--- src/rtl/serial_adder_seq.sv ---
// Bit-serial LSB-first adder: one sum bit per clock, registered carry forms the full adder.
// Define SERIAL_ADD_SUB_EN to add a 'sub' input that computes a-b (cout=1 means no borrow).
module serial_adder_seq #(
  parameter int WIDTH = 8,
  parameter int CNT_W = $clog2(WIDTH) + 1
) (
  input  logic             clk,
  input  logic             rst_n,
  input  logic             start,
  input  logic [WIDTH-1:0] a,
  input  logic [WIDTH-1:0] b,
`ifdef SERIAL_ADD_SUB_EN
  input  logic             sub,
`endif
  output logic             busy,
  output logic             done,
  output logic [WIDTH-1:0] sum,
  output logic             cout,
  output logic             bit_out,
  output logic             bit_valid
);

  typedef enum logic {IDLE = 1'b0, RUN = 1'b1} state_t;

  state_t           state_q, state_d;
  logic [WIDTH-1:0] shreg_a_q, shreg_a_d;
  logic [WIDTH-1:0] shreg_b_q, shreg_b_d;
  logic [WIDTH-1:0] acc_q, acc_d;
  logic [WIDTH-1:0] sum_q, sum_d;
  logic [CNT_W-1:0] cnt_q, cnt_d;
  logic             carry_q, carry_d;
  logic             cout_q, cout_d;
  logic             done_q, done_d;
  logic             bit_out_q, bit_out_d;
  logic             bit_valid_q, bit_valid_d;

  logic             load_sub;
  logic [WIDTH-1:0] b_load;
  logic             step_s;
  logic             step_c;
  logic             last_step;

  function automatic logic maj3(input logic x, input logic y, input logic z);
    return (x & y) | (x & z) | (y & z);
  endfunction

`ifdef SERIAL_ADD_SUB_EN
  assign load_sub = sub;
`else
  assign load_sub = 1'b0;
`endif

  // Subtraction is a + ~b + 1: invert b at load and seed the carry with 1.
  assign b_load    = load_sub ? ~b : b;
  assign step_s    = shreg_a_q[0] ^ shreg_b_q[0] ^ carry_q;
  assign step_c    = maj3(shreg_a_q[0], shreg_b_q[0], carry_q);
  assign last_step = (cnt_q == CNT_W'(WIDTH - 1));

  always_ff @(posedge clk or negedge rst_n) begin
    if (!rst_n) state_q <= IDLE;
    else        state_q <= state_d;
  end

  always_comb begin
    state_d = state_q;
    case (state_q)
      IDLE:    if (start) state_d = RUN;
      RUN:     if (last_step) state_d = IDLE;
      default: state_d = IDLE;
    endcase
  end

  always_comb begin
    shreg_a_d   = shreg_a_q;
    shreg_b_d   = shreg_b_q;
    acc_d       = acc_q;
    sum_d       = sum_q;
    cnt_d       = cnt_q;
    carry_d     = carry_q;
    cout_d      = cout_q;
    bit_out_d   = bit_out_q;
    done_d      = 1'b0;
    bit_valid_d = 1'b0;
    case (state_q)
      IDLE: begin
        if (start) begin
          shreg_a_d = a;
          shreg_b_d = b_load;
          acc_d     = '0;
          carry_d   = load_sub;
          cnt_d     = '0;
        end
      end
      RUN: begin
        shreg_a_d   = shreg_a_q >> 1;
        shreg_b_d   = shreg_b_q >> 1;
        acc_d       = {step_s, acc_q[WIDTH-1:1]};
        carry_d     = step_c;
        cnt_d       = cnt_q + CNT_W'(1);
        bit_out_d   = step_s;
        bit_valid_d = 1'b1;
        if (last_step) begin
          sum_d  = {step_s, acc_q[WIDTH-1:1]};
          cout_d = step_c;
          done_d = 1'b1;
        end
      end
      default: ;
    endcase
  end

  always_ff @(posedge clk or negedge rst_n) begin
    if (!rst_n) begin
      shreg_a_q   <= '0;
      shreg_b_q   <= '0;
      acc_q       <= '0;
      sum_q       <= '0;
      cnt_q       <= '0;
      carry_q     <= 1'b0;
      cout_q      <= 1'b0;
      done_q      <= 1'b0;
      bit_out_q   <= 1'b0;
      bit_valid_q <= 1'b0;
    end else begin
      shreg_a_q   <= shreg_a_d;
      shreg_b_q   <= shreg_b_d;
      acc_q       <= acc_d;
      sum_q       <= sum_d;
      cnt_q       <= cnt_d;
      carry_q     <= carry_d;
      cout_q      <= cout_d;
      done_q      <= done_d;
      bit_out_q   <= bit_out_d;
      bit_valid_q <= bit_valid_d;
    end
  end

  assign busy      = (state_q == RUN);
  assign done      = done_q;
  assign sum       = sum_q;
  assign cout      = cout_q;
  assign bit_out   = bit_out_q;
  assign bit_valid = bit_valid_q;

endmodule

--- config.mk ---
export PLATFORM = sky130hd
export DESIGN_NAME = serial_adder_seq
export DESIGN_NICKNAME = d
export VERILOG_FILES = /design/src/rtl/serial_adder_seq.sv
export SDC_FILE = /design/constraint.sdc
export NUM_CORES = 1
export LEC_CHECK = 0
export ABC_AREA = 0
export CORE_MARGIN = 3
export CORE_UTILIZATION = 45
export CTS_CLUSTER_SIZE = 30
export DETAILED_ROUTE_END_ITERATION = 8
export GPL_TIMING_DRIVEN = 0
export PLACE_DENSITY = 0.77
export SLEW_MARGIN = 30
export SYNTH_ARGS = -nofsm -noshare
export SYNTH_HDL_FRONTEND = slang
export SYNTH_SLANG_ARGS = --single-unit
--- constraint.sdc ---
create_clock -name clk -period 1.4 [get_ports clk]
set_input_delay 0.21 -clock clk [delete_from_list [all_inputs] [get_ports clk]]
set_output_delay 0.21 -clock clk [all_outputs]
set_load 0.05 [all_outputs]
==> flow_metrics.env <==
export IMPL_hold_slack_ns=0.2744
export IMPL_synthArstFlopShare=1.000
export IMPL_worstSetupPathType="flop to output port"
export IMPL_place_hpwl_um=2494
export IMPL_rows=21
export IMPL_yosysTopAreaCellShare=0.5981
export IMPL_power_density_nw_per_um2=2196
export IMPL_drt_iter0_drc=74
export IMPL_hold_class="input port to flop"
export IMPL_crit_family="buffers and inverters"
export IMPL_outcome="finished, final reports clean"
export IMPL_synth_common_cells="dfrtp_1 (41), nand2_1 (20), o21ai_0 (20)"
export IMPL_grt_pass1_wl_um=5575
export IMPL_antenna_left=0
export IMPL_viasPerCell=5.370
export IMPL_multi_input_area_um2=665.6
export IMPL_startpoint_type="flop"
export IMPL_fin_setup_tns_ns=0
export IMPL_leakage_nw=1.050
export IMPL_avgSynthCellArea_um2=12.25
export IMPL_wl_um=3567
export IMPL_syn_area_um2=1715
export IMPL_synth_most_common_cell="dfrtp_1"
export IMPL_slew_headroom=0.6229
export IMPL_maxCapViolCount=0
export IMPL_register_area_um2=1027
export IMPL_die_width_um=67.74
export IMPL_n_fill_cell=305
export IMPL_portBuffers=30
export IMPL_synth_area_leaders="dfrtp_1 (60%), mux2i_1 (9.9%), mux2_2 (6.6%)"
export IMPL_end_kind="output port"
export IMPL_slowest_delay_ns=0.52
export IMPL_synth_enable_flop_cells=0
export IMPL_ioPinCount=32
export IMPL_synth_cell_types=18
export IMPL_fin_cells=227
export IMPL_finalSetupViolations=0
export IMPL_chipHeight_um=67.74
export IMPL_crit_chain="dlygate4sd2_1"
export IMPL_cts_buffers=5
export IMPL_drive_above_1_share=0.1768
export IMPL_dpl_cell_count=217
export IMPL_finish_instance_area_um2=2211
export IMPL_dpl_cell_area_um2=2097
export IMPL_antennaDiodeCount=0
export IMPL_cts_htree_levels=2
export IMPL_synth_seq_area_share=0.5981
export IMPL_antenna_found_initial=0
export IMPL_grt_pass1_vias=1197
export IMPL_start_util=0.4909
export IMPL_finalHoldViolations=0
export IMPL_globalplace_congestion=0.7908
export IMPL_cts_max_path_buffers=2
export IMPL_post_cts_repair_setup_buffers=0
export IMPL_max_vdd_ir_drop_uv=723.9
export IMPL_drc=0
export IMPL_final_nets=201
export IMPL_min_period_ns=1.361
export IMPL_cts_root_buf="clkbuf_8"
export IMPL_rsz0062_at_grt="true"
export IMPL_first_pass_iters=4
export IMPL_syn_inst=140
export IMPL_core_area_um2=3495
export IMPL_clock_skew_ns=0.006168
export IMPL_clk_pin_slew_ns=0.08
export IMPL_dieArea_um2=4589
export IMPL_cts_tree="built"
export IMPL_synth_seq_cells=41
export IMPL_grt_usage=0.1683
export IMPL_grt_overflow=0
export IMPL_yosys_area_top_type="dfrtp_1"
export IMPL_maxSlewViolCount=0
export IMPL_fin_crit_sh=0.9722
export IMPL_clk_latency_ns=0.29
export IMPL_cp_slowest_cell="dlygate4sd2_1"
export IMPL_clock_sinks=41
export IMPL_vias=1219
export IMPL_worstPathRequired_ns=1.19
export IMPL_worst_slew_pin_transition_ns=0.5657
export IMPL_synth_net_count=161
export IMPL_synth_flop_cell="dfrtp_1"
export IMPL_critPathArrivalTime_ns=1.15
export IMPL_fmax_ghz=0.7347
export IMPL_grt_max_degree=24
export IMPL_critPathBufInv=1
export IMPL_wl_per_cell_um=15.71
export IMPL_worst_path_max_fanout=2
export IMPL_syn_to_final_growth_pct=28.88
export IMPL_ys_warn_count=0
-- path summary, 6_finish.rpt --
check / slack [ns] / depth (start not counted) / end / start
setup / recovery: 0.04 / 1 / sum[4] / sum[4]
hold / removal: 0.27 / 3 / cnt_q[0] / start
setup reg to reg: 0.08 / 5 / shreg_b_q[5] / busy
hold reg to reg: 0.41 / 0 / bit_valid / busy
max in group asynchronous: 0.45 / 3 / shreg_a_q[2] / rst_n
min in group asynchronous: 0.45 / 2 / sum[5] / rst_n
-- metrics by stage --
step	setup slack (ns)	total power, mW	util
after floorplan	0.06387	3.436	-
after global placement	-0.9483	4.030	0.5936
after detailed placement	0.03698	4.157	0.6001
after global routing	-0.01723	5.169	0.6327
final	0.03887	4.854	0.6327
after CTS	0.008996	4.767	0.6223
-- cell usage in the layout, fill, tap and decap left out, types with 2 or more instances in the layout --
master,synthesis,final
a22o_1,5,5
buf_2,7,6
clkbuf_1,1,2
clkbuf_4,0,2
clkbuf_8,0,5
clkdlybuf4s15_1,0,8
clkdlybuf4s50_1,0,16
clkinv_2,0,2
dfrtp_1,41,40
dlygate4sd2_1,0,4
mux2_2,10,10
mux2i_1,17,17
nand2_1,20,20
nand2b_1,7,7
nand4b_4,1,2
nor2_1,4,4
o21ai_0,20,20
-- metal layers --
layer | vias to the layer above | track usage | part of all wire
met5 | - | 0 | 0
met4 | 0 | 0.05316 | 0.0093
met3 | 5 | 0.03993 | 0.070
met2 | 42 | 0.2953 | 0.52
met1 | 606 | 0.2021 | 0.40
li1 | 566 | - | -
-- flip-flops by register name (all words and copies together), names as in the netlist --
register   cells
done           1
cout           1
busy           1
shreg_b_q      8
bit_valid      1
shreg_a_q      8
carry_q        1
acc_q          7
sum            8
cnt_q          4
bit_out        1
-- where the power goes --
group	switching (mW)	internal [mW]
registers	0.333	1.67
logic	1.29	0.833
clock network	0.385	0.345
total	2.01	2.85
-- cell type report --
class                           instances  area share
Clock inverter                          2    0.004527
Clock buffer                            6     0.03282
Tap cell                               46     0.02603
Sequential cell                        41      0.4646
Inverter                                1    0.001698
Buffer                                  9     0.02320
Timing Repair Buffer                   32      0.1460
Multi-Input combinational cell         90      0.3011
-- timing repair --
| item | CTS | global route |
|---|---|---|
| gates cloned | 0 | 1 |
| endpoints found under the hold margin | 22 | 0 |
| endpoints found under the setup margin | 13 | 18 |
| resized for setup | 14 | 13 |
| hold buffers | 1 | 0 |
| pin swaps | 0 | 1 |
-- cells by family after synthesis --
group | count (synthesis) | share of synthesized area
DFF | 41 | 0.5981
and+or+nand+nor | 33 | 0.09481
muxes | 27 | 0.1648
AOI/OAI and AO/OA | 25 | 0.08388
buffers and inverters | 10 | 0.02917
xor gates and xnor gates | 2 | 0.01021
adders and majority gates | 2 | 0.01896
(Power assumes the default switching activity.)
